--- config.mk ---
export PLATFORM = sky130hd
export DESIGN_NAME = predecode_fetch_queue
export DESIGN_NICKNAME = d
export VERILOG_FILES = /design/src/rtl/predecode_fetch_queue.sv
export SDC_FILE = /design/constraint.sdc
export NUM_CORES = 1
export LEC_CHECK = 0
export BUFFER_PORTS_ARGS = -buffer_cell sky130_fd_sc_hd__buf_2
export CAP_MARGIN = 15
export CORE_UTILIZATION = 55
export CTS_BUF_LIST = sky130_fd_sc_hd__clkbuf_4
export DETAILED_ROUTE_END_ITERATION = 8
export GPL_ROUTABILITY_DRIVEN = 0
export PLACE_DENSITY = 0.75
export SYNTH_ARGS = -nofsm -noshare
export SYNTH_HDL_FRONTEND = slang
export SYNTH_SLANG_ARGS = --single-unit
--- constraint.sdc ---
create_clock -name clk_i -period 7.26 [get_ports clk_i]
set_input_delay 0.363 -clock clk_i [delete_from_list [all_inputs] [get_ports clk_i]]
set_output_delay 0.363 -clock clk_i [all_outputs]
set_load 0.1 [all_outputs]
--- src/rtl/predecode_fetch_queue.sv ---
// Fetch-to-decode instruction queue. Each word is pre-decoded on entry into its
// immediate, opcode class and illegal flag, which are stored alongside the word.
module predecode_fetch_queue #(
  parameter int DEPTH    = 4,
  parameter int PC_WIDTH = 32,
  parameter int M_EXT    = 1,
  parameter int F_EXT    = 1
) (
  input  logic                         clk_i,
  input  logic                         rst_i,
  input  logic                         flush_i,
  input  logic                         in_valid_i,
  output logic                         in_ready_o,
  input  logic [31:0]                  in_instr_i,
  input  logic [PC_WIDTH-1:0]          in_pc_i,
  output logic                         out_valid_o,
  input  logic                         out_ready_i,
  output logic [31:0]                  out_instr_o,
  output logic [PC_WIDTH-1:0]          out_pc_o,
  output logic [31:0]                  out_imm_o,
  output logic [1:0]                   out_class_o,
  output logic                         out_illegal_o,
  output logic [$clog2(DEPTH+1)-1:0]   occupancy_o
);

  localparam int PTR_W = (DEPTH > 1) ? $clog2(DEPTH) : 1;
  localparam int OCC_W = $clog2(DEPTH + 1);
  localparam logic [OCC_W-1:0] FULL_OCC = OCC_W'(DEPTH);

  localparam logic [6:0] OP_LOAD   = 7'b0000011;
  localparam logic [6:0] OP_FLOAD  = 7'b0000111;
  localparam logic [6:0] OP_FENCE  = 7'b0001111;
  localparam logic [6:0] OP_ALU_I  = 7'b0010011;
  localparam logic [6:0] OP_AUIPC  = 7'b0010111;
  localparam logic [6:0] OP_STORE  = 7'b0100011;
  localparam logic [6:0] OP_FSTORE = 7'b0100111;
  localparam logic [6:0] OP_REG    = 7'b0110011;
  localparam logic [6:0] OP_LUI    = 7'b0110111;
  localparam logic [6:0] OP_FMADD  = 7'b1000011;
  localparam logic [6:0] OP_FMSUB  = 7'b1000111;
  localparam logic [6:0] OP_FNMSUB = 7'b1001011;
  localparam logic [6:0] OP_FNMADD = 7'b1001111;
  localparam logic [6:0] OP_F_OPS  = 7'b1010011;
  localparam logic [6:0] OP_BRANCH = 7'b1100011;
  localparam logic [6:0] OP_JALR   = 7'b1100111;
  localparam logic [6:0] OP_JAL    = 7'b1101111;
  localparam logic [6:0] OP_ECSR   = 7'b1110011;

  localparam logic [1:0] CLS_INT  = 2'd0;
  localparam logic [1:0] CLS_MUL  = 2'd1;
  localparam logic [1:0] CLS_FLT  = 2'd2;
  localparam logic [1:0] CLS_CTRL = 2'd3;

  typedef struct packed {
    logic [31:0]         instr;
    logic [PC_WIDTH-1:0] pc;
    logic [31:0]         imm;
    logic [1:0]          cls;
    logic                illegal;
  } entry_t;

  logic [6:0]  opcode;
  logic [2:0]  funct3;
  logic [6:0]  funct7;
  logic [31:0] imm_i, imm_s, imm_b, imm_u, imm_j;
  logic        rm_bad;
  logic        fp_funct7_ok;
  logic [31:0] pd_imm;
  logic [1:0]  pd_class;
  logic        pd_illegal;

  assign opcode = in_instr_i[6:0];
  assign funct3 = in_instr_i[14:12];
  assign funct7 = in_instr_i[31:25];
  assign imm_i  = {{20{in_instr_i[31]}}, in_instr_i[31:20]};
  assign imm_s  = {{20{in_instr_i[31]}}, in_instr_i[31:25], in_instr_i[11:7]};
  assign imm_b  = {{19{in_instr_i[31]}}, in_instr_i[31], in_instr_i[7],
                   in_instr_i[30:25], in_instr_i[11:8], 1'b0};
  assign imm_u  = {in_instr_i[31:12], 12'b0};
  assign imm_j  = {{11{in_instr_i[31]}}, in_instr_i[31], in_instr_i[19:12],
                   in_instr_i[20], in_instr_i[30:21], 1'b0};
  // rm 101/110 are reserved rounding modes
  assign rm_bad = (funct3 == 3'b101) || (funct3 == 3'b110);

  always_comb begin
    fp_funct7_ok = 1'b0;
    case (funct7)
      7'h00, 7'h04, 7'h08, 7'h0C, 7'h2C, 7'h10,
      7'h14, 7'h60, 7'h70, 7'h50, 7'h68, 7'h78: fp_funct7_ok = 1'b1;
      default:                                  fp_funct7_ok = 1'b0;
    endcase
  end

  always_comb begin
    pd_imm     = 32'd0;
    pd_class   = CLS_INT;
    pd_illegal = 1'b0;
    case (opcode)
      OP_LOAD: begin
        pd_imm     = imm_i;
        pd_illegal = (funct3 == 3'b011) || (funct3[2:1] == 2'b11);
      end
      OP_FLOAD: begin
        pd_imm   = imm_i;
        pd_class = CLS_FLT;
      end
      OP_FENCE: pd_imm = 32'd0;
      OP_ALU_I: begin
        pd_imm = imm_i;
        if (funct3 == 3'b001)
          pd_illegal = (funct7 != 7'b0000000);
        else if (funct3 == 3'b101)
          pd_illegal = (funct7 != 7'b0000000) && (funct7 != 7'b0100000);
      end
      OP_AUIPC, OP_LUI: pd_imm = imm_u;
      OP_STORE: begin
        pd_imm     = imm_s;
        pd_illegal = (funct3 >= 3'b011);
      end
      OP_FSTORE: begin
        pd_imm   = imm_s;
        pd_class = CLS_FLT;
      end
      OP_REG: begin
        if (funct7 == 7'b0000001)
          pd_class = CLS_MUL;
        else if (funct7 == 7'b0100000)
          pd_illegal = (funct3 != 3'b000) && (funct3 != 3'b101);
        else if (funct7 != 7'b0000000)
          pd_illegal = 1'b1;
      end
      OP_FMADD, OP_FMSUB, OP_FNMSUB, OP_FNMADD: begin
        pd_class   = CLS_FLT;
        pd_illegal = rm_bad || (in_instr_i[26:25] != 2'b00);
      end
      OP_F_OPS: begin
        pd_class   = CLS_FLT;
        pd_illegal = rm_bad || !fp_funct7_ok;
      end
      OP_BRANCH: begin
        pd_imm     = imm_b;
        pd_class   = CLS_CTRL;
        pd_illegal = (funct3[2:1] == 2'b01);
      end
      OP_JALR: begin
        pd_imm   = imm_i;
        pd_class = CLS_CTRL;
      end
      OP_JAL: begin
        pd_imm   = imm_j;
        pd_class = CLS_CTRL;
      end
      OP_ECSR: pd_imm = imm_i;
      default: pd_illegal = 1'b1;
    endcase
    if ((pd_class == CLS_MUL) && (M_EXT == 0)) pd_illegal = 1'b1;
    if ((pd_class == CLS_FLT) && (F_EXT == 0)) pd_illegal = 1'b1;
  end

  entry_t             mem_reg [DEPTH];
  entry_t             new_entry;
  entry_t             head;
  logic [PTR_W-1:0]   rd_ptr_reg;
  logic [PTR_W-1:0]   wr_ptr_reg;
  logic [OCC_W-1:0]   occ_reg;
  logic               push;
  logic               pop;

  assign new_entry = '{instr: in_instr_i, pc: in_pc_i, imm: pd_imm,
                       cls: pd_class, illegal: pd_illegal};

  // No pass-through: a full queue refuses a word even if decode pops this cycle.
  assign in_ready_o  = (occ_reg < FULL_OCC) && !flush_i && !rst_i;
  assign out_valid_o = (occ_reg != '0);
  assign push        = in_valid_i && in_ready_o;
  assign pop         = out_valid_o && out_ready_i;

  always_ff @(posedge clk_i) begin
    if (rst_i) begin
      rd_ptr_reg <= '0;
      wr_ptr_reg <= '0;
      occ_reg    <= '0;
      for (int i = 0; i < DEPTH; i++) mem_reg[i] <= '0;
    end else if (flush_i) begin
      rd_ptr_reg <= '0;
      wr_ptr_reg <= '0;
      occ_reg    <= '0;
    end else begin
      if (push) begin
        mem_reg[wr_ptr_reg] <= new_entry;
        wr_ptr_reg          <= wr_ptr_reg + PTR_W'(1);
      end
      if (pop) rd_ptr_reg <= rd_ptr_reg + PTR_W'(1);
      if (push && !pop)      occ_reg <= occ_reg + OCC_W'(1);
      else if (pop && !push) occ_reg <= occ_reg - OCC_W'(1);
    end
  end

  assign head          = mem_reg[rd_ptr_reg];
  assign out_instr_o   = head.instr;
  assign out_pc_o      = head.pc;
  assign out_imm_o     = head.imm;
  assign out_class_o   = head.cls;
  assign out_illegal_o = head.illegal;
  assign occupancy_o   = occ_reg;

endmodule

Word-level counts from Yosys, hierarchy flattened
Memory sizes are Yosys's and may differ from the RTL's. A register that Yosys moved wholly into a read port is not among the register bits.
Cells that the tools add are included.
{"block": "totals", "reg_bits": 7, "word_cells": 105, "mem_bits_rw": 396, "input_bits": 69, "memories": 1, "output_inout_bits": 104}
{"memory": "mem_reg", "depth": 4, "word_bits": 99, "read_ports": 1, "rd_ports_with_merged_regs": 1, "write_ports": 4, "line": "160", "source": "entry_t mem_reg [DEPTH];"}
{"block": "classes", "n_eq_ne": 39, "n_addsub": 4, "reduce_logical": 33, "mux": 23, "order_cmp": 2}
{"operator": "case mux 32 bit (5 select lines)", "count": 1}
{"operator": "two-way mux 99 bit", "count": 1}
{"operator": "OR reduction 99 bit", "count": 1}
{"operator": "== test 7 bit (second input constant)", "count": 14}
{"operator": "== test 7 x 6 -> 1 bit (second input constant)", "count": 6}
{"operator": "== test 7 x 5 -> 1 bit (second input constant)", "count": 4}
{"operator": "== test 7 x 4 -> 1 bit (second input constant)", "count": 3}
{"operator": "== test 7 x 3 -> 1 bit (second input constant)", "count": 2}
{"operator": "two-way mux 1 bit", "count": 14}
{"operator": "OR reduction 12 bit", "count": 1}
{"operator": "logical AND 1 bit", "count": 8}
{"operator": "case mux 1 bit (8 select lines)", "count": 1}
{"operator": "OR reduction 8 bit", "count": 1}
{"operator": "== test 7 x 1 -> 1 bit (second input constant)", "count": 1}
{"operator": "== test 7 x 2 -> 1 bit (second input constant)", "count": 1}
{"operator": "logical NOT 7 bit", "count": 1}
{"operator": "inequality test 7 x 6 -> 1 bit (second input constant)", "count": 1}
{"operator": "nonzero test 7 bit", "count": 1}
{"operator": "OR reduction 7 bit", "count": 1}
{"operator": "== test 3 bit (second input constant)", "count": 2}
{"operator": "two-way mux 2 bit", "count": 3}
{"operator": "two-way mux 3 bit", "count": 2}
{"operator": "case mux 2 bit (3 select lines)", "count": 1}
{"operator": "nonzero test 3 bit", "count": 2}
{"operator": "17 further kinds", "count": 28}

Logic depth before layout (Yosys ltp)
Gate-level depths: netlist (run 1).
{"block": "logic_depth", "word_depth": 10, "depth_mapped": 11, "depth_no_buf": 9}

Worst setup path before layout (run 1)
No wires, ideal clock.
{"block": "synth_path", "kind": "flip-flop to flip-flop", "start": "reg occ_reg[2] (netlist: occupancy_o[2])", "end": "mem mem_reg[3][0] (netlist name) (enable)", "n_path_buf": 2, "period_less_slack_ns": 7.133, "stages_incl_launch_ff": 8, "t_required_ns": 6.703, "slack_ns": 0.127, "t_arrival_ns": 6.575, "cell_sequence": "dfxtp_1 nor3_4 nand2_4 inv_2 buf_2 buf_4 a21oi_1 nor2_1"}
{"element": "start, declared", "line": "165", "source": "logic [OCC_W-1:0] occ_reg;"}
{"element": "start signal, assigned", "line": "194", "source": "if (push && !pop) occ_reg <= occ_reg + OCC_W'(1);"}
{"element": "start signal, assigned", "line": "195", "source": "else if (pop && !push) occ_reg <= occ_reg - OCC_W'(1);"}
{"element": "end, declared", "line": "160"}

==> results of run 1 <==
-- synth_stat cells, types with 2 or more instances --
library cell | count | share of area, %
clkbuf_2 | 13 | 0.36
nor3_4 | 3 | 0.27
buf_4 | 5 | 0.21
a211oi_1 | 2 | 0.083
dfxtp_1 | 9 | 1.0
nor4_1 | 3 | 0.10
a22oi_2 | 4 | 0.28
clkbuf_1 | 29 | 0.60
a22oi_1 | 2 | 0.083
nor2_2 | 2 | 0.069
nand3_1 | 3 | 0.083
and3_1 | 7 | 0.24
nand2b_4 | 3 | 0.23
or2_2 | 3 | 0.10
nand3b_1 | 3 | 0.12
edfxtp_1 | 396 | 66
o21ai_0 | 8 | 0.22
nor2_1 | 145 | 3.0
a2111oi_4 | 2 | 0.31
a21oi_2 | 9 | 0.44
nand2_1 | 22 | 0.46
nor3_1 | 5 | 0.14
inv_1 | 20 | 0.42
nand2b_1 | 8 | 0.28
a22oi_4 | 3 | 0.35
mux2i_1 | 2 | 0.11
a21oi_1 | 16 | 0.44
nand2_2 | 2 | 0.069
a32oi_1 | 2 | 0.097
or3_1 | 5 | 0.17
xor2_1 | 6 | 0.29
and2_1 | 235 | 8.2
nor2b_1 | 2 | 0.069
buf_2 | 26 | 0.72
buf_6 | 3 | 0.19
mux4_2 | 99 | 12
o21a_1 | 2 | 0.083
-- layer usage --
layer | share of wire (%) | vias up | track usage (%)
li1 | - | 4818 | -
met1 | 40 | 5383 | 32.7
met2 | 49 | 480 | 41.6
met3 | 8.1 | 67 | 5.50
met4 | 2.4 | 0 | 10.1
met5 | 0 | - | 0
-- power by group through the flow --
stage	sequential (mW)	clock (mW)	combinational, mW
finish	2.70	1.87	0.641
global placement	2.75	0	0.620
global route	2.71	2.03	0.667
detailed placement	2.76	0	0.622
CTS	2.71	1.91	0.645
floorplan	2.76	0	0.488
-- path summary, 6_finish.rpt --
check	end	slack, ns	cells past startpoint	from
max reg2reg	mem_reg[1][59]	3.07	8	occupancy_o[2]
max	mem_reg[1][59]	3.07	8	occupancy_o[2]
min reg2reg	rd_ptr_reg[1]	0.54	2	rd_ptr_reg[1]
min	mem_reg[1][74]	0.07	2	in_instr_i[7]
-- worst reg2reg max path, cell delays in order (launching register included) --
cell and delay [ns]:
dfxtp_1 0.36, nor3_4 0.24, nand2_4 0.19, inv_2 0.08, buf_4 0.61, nand2_2 0.18
or2_1 0.58, nand2b_4 1.00, buf_4 0.57
-- logic make-up after synthesis --
kind of cell	share of synthesized area [%]
AND/OR/NAND/NOR	14.4
flip-flops	66.9
multiplexers	12.5
buffers and inverters	2.54
AO/OA/AOI/OAI	3.11
XOR/XNOR	0.340
adder cells (fa/ha/maj)	0.236
-- through the flow --
stage | cells | total power [mW] | setup WS [ns] | utilization [%]
floorplan | 1138 | 3.24 | 0.127 | -
global placement | 1680 | 3.37 | 2.98 | 60.2
detailed placement | 1680 | 3.38 | 2.89 | 60.2
CTS | 1904 | 5.26 | 2.95 | 65.7
global route | 1909 | 5.41 | 2.77 | 65.8
finish | 1909 | 5.22 | 3.07 | 65.8
-- area by class of cell --
type	instances	area, sq um	area share [%]
Multi-Input combinational cell	635	5540	26.4
Clock buffer	147	1100	5.26
Inverter	21	78.8	0.376
Sequential cell	405	12100	57.6
Antenna cell	5	12.5	0.0597
Tap cell	435	544	2.60
Timing Repair Buffer	233	1450	6.93
Clock inverter	28	161	0.770
==> metrics, run 1 <==
status finished, final reports clean; Clock transition at path regs 0.07 ns; design area 0.0210 sq mm; pwr dens 249 mW/mm^2; Final Max Slew Viols 0; Unique masters post-synth 66; max cap viols 0; GRT overflow 0; hold-fix buffer count after cts between 40 and 50; first-pass GRT wire length 62400 microns; Switching Fraction 27.0%; asr flop ratio synth 0%; Crit-path slowest cell nand2b_4; Post-synth EDFFs 396; synthesized area 0.0180 sq mm; Rows 65; Worst-Skew Late Latency 0.74 ns; fill count 2291; Final setup viols 0; RSZ-0062 raised after global routing no; Initial DRC Count 854; Crit path buffers/inverters 3; post-synthesis average cell area 15.8 sq um; drt pass-1 iters 5; CTS max path bufs 3; CP Launch Type flop; Post-Synthesis Cells 1138; Largest delay share family, worst path simple AND/OR/NAND/NOR gates; most common cell after layout, fill and taps aside edfxtp_1; CTS sink count 405; Port Buffers 172; peak supply drop 0.000124 V; drc violations 0; crit path cell chain nor3_4, nand2_4, inv_2, buf_4, nand2_2, or2_1, nand2b_4, buf_4; Hold/Removal Path Class primary input to flop; Peak Freq 238 MHz; routed wire length roughly 41000 microns; final hold violations 0; Die Ht roughly 180 microns; most frequent cells in the layout edfxtp_1 (396), and2_1 (235), buf_2 (172); placed instance area 0.0192 sq mm; post-DR vias/cell 5.63; hold slack 0.0694 ns; # resized after CTS 0; DR WL/cell 21.3 microns; Leakage ~7.9 nW; H-tree levels 3; max FFs per register 396; GR Util All Layers 25.2%; slowest stage delay, CP 0.99 ns; post-CTS setup buffer count 0; total CTS buffers 102; combinational share of power 12.3%; final net count 1469; boundary pin count 173; Initial Util 56.6%; CP Capture Type flop; clock root buffer clkbuf_4; Net Sw Power 1.41 mW; post-route ant nets 0; top_reg_cell synth edfxtp_1; Tightest Pin Transition 1.12 ns; initial antenna violation count 5; Clock power frac 35.9%; register area share after synthesis between 60% and 70%; Syn Nets 1209; WS Path Type flop to flop; share of layout cells above drive strength 1 33.0%; post-route minimum period about 4.2 ns; Most common cell on crit path buf_4; CTS tree yes; Final HPWL DP 23700 microns; sequential share of power 51.8%; CP required 7.62 ns; largest net degree at the start of global routing 73; period utilization slightly below 60%; Setup TNS Final 0 ns; via count of the first global-routing pass 11.2k; DR vias 10.7k; area growth from synthesis to layout 16.3%; Die W 183 microns; Die ar. 0.0335 sq mm; Worst EP arrival roughly 4.6 ns; FF+latch count, synth 405; Synthesis Warnings 0; Int Pwr 3.81 mW; normalized max-slew margin between 20 and 30%; Fin Clk Skew 0.0485 ns; CORE AREA about 0.032 sq mm; critical path fanouts, max 72
No activity file was read; power rests on OpenSTA's default activity.
==> run 2, diff against run 1 <==
--- a/config.mk
+++ b/config.mk
@@ -11,7 +11,7 @@
 export CTS_BUF_LIST = sky130_fd_sc_hd__clkbuf_4
 export DETAILED_ROUTE_END_ITERATION = 8
 export GPL_ROUTABILITY_DRIVEN = 0
-export PLACE_DENSITY = 0.75
+export PLACE_DENSITY = 0.78
 export SYNTH_ARGS = -nofsm -noshare
 export SYNTH_HDL_FRONTEND = slang
 export SYNTH_SLANG_ARGS = --single-unit
==> constraint.sdc (replaced) <==
create_clock -name clk_i -period 3.4 [get_ports clk_i]
set_input_delay 0.17 -clock clk_i [delete_from_list [all_inputs] [get_ports clk_i]]
set_output_delay 0.17 -clock clk_i [all_outputs]
set_load 0.1 [all_outputs]
==> run 2 against run 1 <==
  * Sequential cell count did not move
  * Non-clock buffer count rose by 33
  * Die area did not move
  * Clock-buffer cell count rose by 3
  * Global-route usage rose by 0.46 points
  * Highest routed layer unchanged
  * Cell count rose by 1.4%
  * First-iteration DRC count rose by 18%
  * Sequential share of layout area fell by 1.0 points
  * Largest power group unchanged
  * Register-to-register slack got worse by 2.0 ns
  * Critical path depth fell by 5
  * Core utilization rose by 1.2 points
  * Critical endpoint is now out_imm_o[0]
  * Setup slack got worse by 2.6 ns
==> metrics, run 2 (synthesized netlist as in run 1, its figures left out) <==
status finished, final reports clean (unchanged); Crit path buffers/inverters 2 (was 3); Final HPWL DP 25100 microns (was 23700 microns); Final setup viols 0 (unchanged); drc violations 0 (unchanged); Fin Clk Skew 0.0406 ns (was 0.0485 ns); critical path fanouts, max 26 (was 72); GRT overflow 0 (unchanged); period utilization 87.0%; DR WL/cell 21.6 microns (was 21.3 microns); normalized max-slew margin 31.8% (was 25.3%); Rows 65 (unchanged); max FFs per register 396 (unchanged); Int Pwr 8.04 mW (was 3.81 mW); reg2reg start occupancy_o[2] (unchanged); fill count 2242 (was 2291); final core utilization 67.0% (was 65.8%); routed wire length 41800 microns (was 40700 microns); # resized after CTS 0 (unchanged); Die Ht 183 microns (unchanged); Port Buffers 172 (unchanged); hold path depth 2 (unchanged); boundary pin count 173 (unchanged); reg2reg setup slack 1.02 ns (was 3.07 ns); Clock power frac 35.2% (was 35.9%); HP Start in_instr_i[3] (was in_instr_i[7]); slowest stage delay, CP 0.73 ns (was 0.99 ns); Tightest Pin Transition 1.02 ns (was 1.12 ns); Design Power 11.1 mW (was 5.22 mW); max cap viols 0 (unchanged); GR Util All Layers 25.6% (was 25.2%); peak supply drop 0.000292 V (was 0.000124 V); RSZ-0062 raised after global routing no (unchanged); placed instance area 0.0195 sq mm (was 0.0192 sq mm); register area 0.0121 sq mm (about the same); most common cell after layout, fill and taps aside edfxtp_1 (unchanged); CTS sink count 405 (unchanged); Leakage 8.04 nW (was 7.88 nW); Die W 183 microns (unchanged); initial antenna violation count 1 (was 5); CP Capture Type primary output (was flop); Initial DRC Count 1004 (was 854); CTS tree yes (unchanged); Worst Hold End mem_reg[1][70] (was mem_reg[1][74]); Worst EP arrival 2.79 ns (was 4.55 ns); post-CTS setup buffer count 0 (unchanged); post-DR vias/cell 5.71 (was 5.63); hold slack 0.0744 ns (was 0.0694 ns); CTS max path bufs 3 (unchanged); Peak Freq 338 MHz; share of layout cells above drive strength 1 33.8% (was 33.0%); most frequent cells in the layout edfxtp_1 (396), and2_1 (235), buf_2 (172) (unchanged); area growth from synthesis to layout 18.4% (was 16.3%); H-tree levels 3 (unchanged); Net Sw Power 3.04 mW (was 1.41 mW); post-route ant nets 0 (unchanged); drt pass-1 iters 5 (unchanged); Largest delay share family, worst path flip-flops (was simple AND/OR/NAND/NOR gates); Hold/Removal Path Class primary input to flop (unchanged); design area 0.0214 sq mm (was 0.0210 sq mm); Die ar. 0.0335 sq mm (unchanged); setup slack after layout 0.441 ns (was 3.07 ns); post-route minimum period 2.96 ns; CORE AREA 0.0319 sq mm (unchanged); CP required 3.23 ns (was 7.62 ns); Switching Fraction 27.5% (was 27.0%); R2R depth 9 (was 8); final hold violations 0 (unchanged); Worst-Skew Late Latency 0.75 ns (was 0.74 ns); Clock transition at path regs 0.07 ns (about the same); combinational share of power 12.8% (was 12.3%); multi-input logic area 0.00555 sq mm (was 0.00554 sq mm); CP Launch Type flop (unchanged); Crit-path slowest cell dfxtp_4 (was nand2b_4); WS Path Type flop to primary output (was flop to flop); first-pass GRT wire length 64000 microns (was 62400 microns); Initial Util 56.6% (unchanged); DR vias 11.1k (was 10.7k); clock root buffer clkbuf_4 (unchanged); Reg2Reg Capture Point occupancy_o[2] (was mem_reg[1][59]); largest net degree at the start of global routing 100 (was 73); pwr dens 519 mW/mm^2 (was 249 mW/mm^2); crit path cell chain buf_4, mux4_2, buf_2 (was nor3_4, nand2_4, inv_2, buf_4, nand2_2, or2_1, nand2b_4, buf_4); total CTS buffers 100 (was 102); via count of the first global-routing pass 11.5k (was 11.2k); sequential share of power 52.0% (was 51.8%); Setup WS pre-CTS 0.957 ns (was 2.89 ns); final net count 1500 (was 1469); Final Max Slew Viols 0 (unchanged)
[run 2: changes by cell type in the layout (fill, tap and decap cells not counted), moves of 6 or more]
cell           previous run  this run
buf_4                    11        17
clkinv_1                 22        15
buf_12                    1        11
dlygate4sd3_1            49        66
[run 2: through the flow]
step | TNS [ns] | cells
after global routing | 0 | 1934
after detailed placement | 0 | 1696
after global placement | 0 | 1696
final | 0 | 1935
after floorplan | -41.97 | 1138
after CTS | 0 | 1933
[run 2: worst max path at each step]
stage | startpoint | cells past startpoint | slack, ns | end
floorplan | occupancy_o[2] | 7 | -0.42 | mem_reg[3][0]
CTS | flop | 3 | 0.36 | out_imm_o[0]
global route | flop | 3 | 0.27 | out_imm_o[0]
finish | flop | 3 | 0.44 | out_imm_o[0]
detailed placement | rst_i | 10 | 0.96 | occupancy_o[2]
global placement | rst_i | 10 | 1.04 | occupancy_o[2]
[run 2: layout make-up]
| cell class | instances | share of cell area (%) |
|---|---|---|
| well taps | 435 | 2.55 |
| multi-input cells | 635 | 26.0 |
| diodes | 2 | 0.0234 |
| inverters | 21 | 0.381 |
| repair buffers | 266 | 8.75 |
| flip-flops and latches | 405 | 56.6 |
| clock buffers | 150 | 5.27 |
| clock inverters | 21 | 0.457 |
[run 2: per-layer routing]
layer | up-vias | track usage (%) | routed length (microns)
met5 | - | 0 | 0
met4 | 0 | 8.27 | 890
met3 | 64 | 5.46 | 3580
met2 | 542 | 41.6 | 20700
met1 | 5575 | 34.9 | 16600
li1 | 4869 | - | -
[run 2: repair_timing]
action | in CTS | in global routing
setup endpoints to repair | 0 | 0
endpoints found under the hold margin | 338 | 0
hold buffers | 66 | 0
[run 2: power by group through the flow]
| stage | combinational, mW | sequential (mW) | clock, mW |
|---|---|---|---|
| floorplan | 1.05 | 5.86 | 0 |
| global placement | 1.35 | 5.86 | 0 |
| detailed placement | 1.36 | 5.88 | 0 |
| CTS | 1.42 | 5.77 | 3.98 |
| global route | 1.47 | 5.78 | 4.22 |
| finish | 1.42 | 5.77 | 3.90 |
==> run 3, diff against run 2 <==
--- a/config.mk
+++ b/config.mk
@@ -7,11 +7,10 @@
 export LEC_CHECK = 0
 export BUFFER_PORTS_ARGS = -buffer_cell sky130_fd_sc_hd__buf_2
 export CAP_MARGIN = 15
-export CORE_UTILIZATION = 55
+export CORE_UTILIZATION = 35
 export CTS_BUF_LIST = sky130_fd_sc_hd__clkbuf_4
 export DETAILED_ROUTE_END_ITERATION = 8
 export GPL_ROUTABILITY_DRIVEN = 0
-export PLACE_DENSITY = 0.78
 export SYNTH_ARGS = -nofsm -noshare
 export SYNTH_HDL_FRONTEND = slang
 export SYNTH_SLANG_ARGS = --single-unit
==> run 3 against run 2 <==
  * Sequential power hardly changed
  * Hold slack better by 0.12 ns
  * Sequential share of layout area is 1.5 points lower
  * Critical path depth stayed put
  * Non-clock buffer count is 9 higher
  * Cell count is 13% higher
  * Register-to-register slack worse by 0.04 ns
  * Setup slack worse by 0.037 ns
  * Critical endpoint is now out_instr_o[31]
==> metrics, run 3 (synthesized netlist as in run 1, its figures left out) <==
CTS max path bufs 3 (unchanged); total CTS buffers 105 (was 100); normalized max-slew margin 42.9% (was 31.8%); peak supply drop 0.000218 V (was 0.000292 V); Die W 229 microns (was 183 microns); Fin Clk Skew 0.0687 ns (was 0.0406 ns); initial antenna violation count 3 (was 1); CP Launch Type flop (unchanged); max FFs per register 396 (unchanged); CP required 3.23 ns (about the same); Final HPWL DP 29600 microns (was 25100 microns); Die Ht 229 microns (was 183 microns); non-filler cells, final 2192 (was 1935); Worst-Skew Late Latency 0.84 ns (was 0.75 ns); Worst EP arrival 2.83 ns (was 2.79 ns); Clock transition at path regs 0.06 ns (was 0.07 ns); clock root buffer clkbuf_4 (unchanged); slowest stage delay, CP 0.70 ns (was 0.73 ns); Die ar. 0.0524 sq mm (was 0.0335 sq mm); CP Capture Type primary output (unchanged); WS Path Type flop to primary output (unchanged); Tightest Pin Transition 0.854 ns (was 1.02 ns); H-tree levels 3 (unchanged); max cap viols 0 (unchanged); post-DR vias/cell 4.98 (was 5.71); most common cell after layout, fill and taps aside edfxtp_1 (unchanged); RSZ-0062 raised after global routing no (unchanged); most frequent cells in the layout edfxtp_1 (396), and2_1 (235), buf_2 (172) (unchanged); DR WL/cell 21.5 microns (was 21.6 microns); final hold violations 0 (unchanged); post-route minimum period 3.00 ns (was 2.96 ns); # resized after CTS 0 (unchanged); Peak Freq 334 MHz (was 338 MHz); first-pass GRT wire length 71000 microns (was 64000 microns); post-CTS setup buffer count 0 (unchanged); pwr dens 522 mW/mm^2 (was 519 mW/mm^2); Rows 82 (was 65); final net count 1514 (was 1500); hold-fix buffer count after cts 72 (was 66); via count of the first global-routing pass 11.3k (was 11.5k); routed wire length 47100 microns (was 41800 microns); Final Max Slew Viols 0 (unchanged); Initial Util 35.7% (was 56.6%); boundary pin count 173 (unchanged); Initial DRC Count 839 (was 1004); Port Buffers 172 (unchanged); share of layout cells above drive strength 1 34.3% (was 33.8%); drt pass-1 iters 5 (unchanged); drc violations 0 (unchanged); Crit-path slowest cell dfxtp_4 (unchanged); DR vias 10.9k (was 11.1k); period utilization 88.1% (was 87.0%); area growth from synthesis to layout 21.6% (was 18.4%); GRT overflow 0 (unchanged); Hold/Removal Path Class primary input to flop (unchanged); CTS tree yes (unchanged); largest net degree at the start of global routing 53 (was 100); Setup TNS Final 0 ns (unchanged); Leakage 8.18 nW (was 8.04 nW); CORE AREA 0.0505 sq mm (was 0.0319 sq mm); status finished, final reports clean (unchanged); Final setup viols 0 (unchanged); CTS sink count 405 (unchanged); Placed Cells 1936 (was 1696); crit path cell chain buf_4, mux4_2, buf_2 (unchanged); post-route ant nets 0 (unchanged); GR Util All Layers 18.2% (was 25.6%); critical path fanouts, max 23 (was 26)
-- run 3: stage by stage --
| stage | setup slack (ns) | area [sq um] | hold slack [ns] | utilization, % | total power, mW |
|---|---|---|---|---|---|
| 2_1_floorplan | -0.424 | 18100 | 0.368 | - | 6.91 |
| 3_3_place_gp | 0.874 | 19900 | 0.483 | 39.3 | 7.27 |
| 3_5_place_dp | 0.829 | 19900 | 0.485 | 39.3 | 7.28 |
| 4_1_cts | 0.207 | 21900 | 0.0957 | 43.4 | 11.6 |
| 5_1_grt | 0.168 | 21900 | 0.129 | 43.4 | 11.9 |
| 6_report | 0.405 | 21900 | 0.197 | 43.4 | 11.4 |
-- run 3: final timing paths --
path	start	end	slack (ns)	cells past startpoint
max	flop	out_instr_o[31]	0.40	3
min	in_pc_i[2]	mem_reg[2][37]	0.20	3
max reg2reg	occupancy_o[2]	mem_reg[3][38]	0.98	7
min reg2reg	occupancy_o[2]	occupancy_o[2]	0.55	2
-- run 3: critical path: cells and delay by family, from the launching register on --
family	cells	cell delay [ns]
DFF	1	0.70
buffers and inverters	2	0.68
muxes	1	0.58
-- run 3: area by class of cell --
| cell class | instances | area, sq um |
|---|---|---|
| multi-input cells | 635 | 5550 |
| fillers | 4652 | 28600 |
| repair buffers | 275 | 2030 |
| clock inverters | 20 | 138 |
| clock buffers | 159 | 1190 |
| well taps | 672 | 841 |
| diodes | 5 | 12.5 |
| inverters | 21 | 81.3 |
| flip-flops and latches | 405 | 12100 |
-- run 3: metal layers --
metal / GRT usage [%] / vias up / wire length (microns)
li1: - / 4914 / -
met1: 23.8 / 5528 / 20000
met2: 29.8 / 391 / 23100
met3: 4.73 / 77 / 3170
met4: 5.35 / 0 / 887
met5: 0 / - / 0
-- run 3: power by group --
group | switching (mW) | internal (mW)
combinational | 1.11 | 0.356
sequential | 0.0645 | 5.70
clock | 1.96 | 2.26
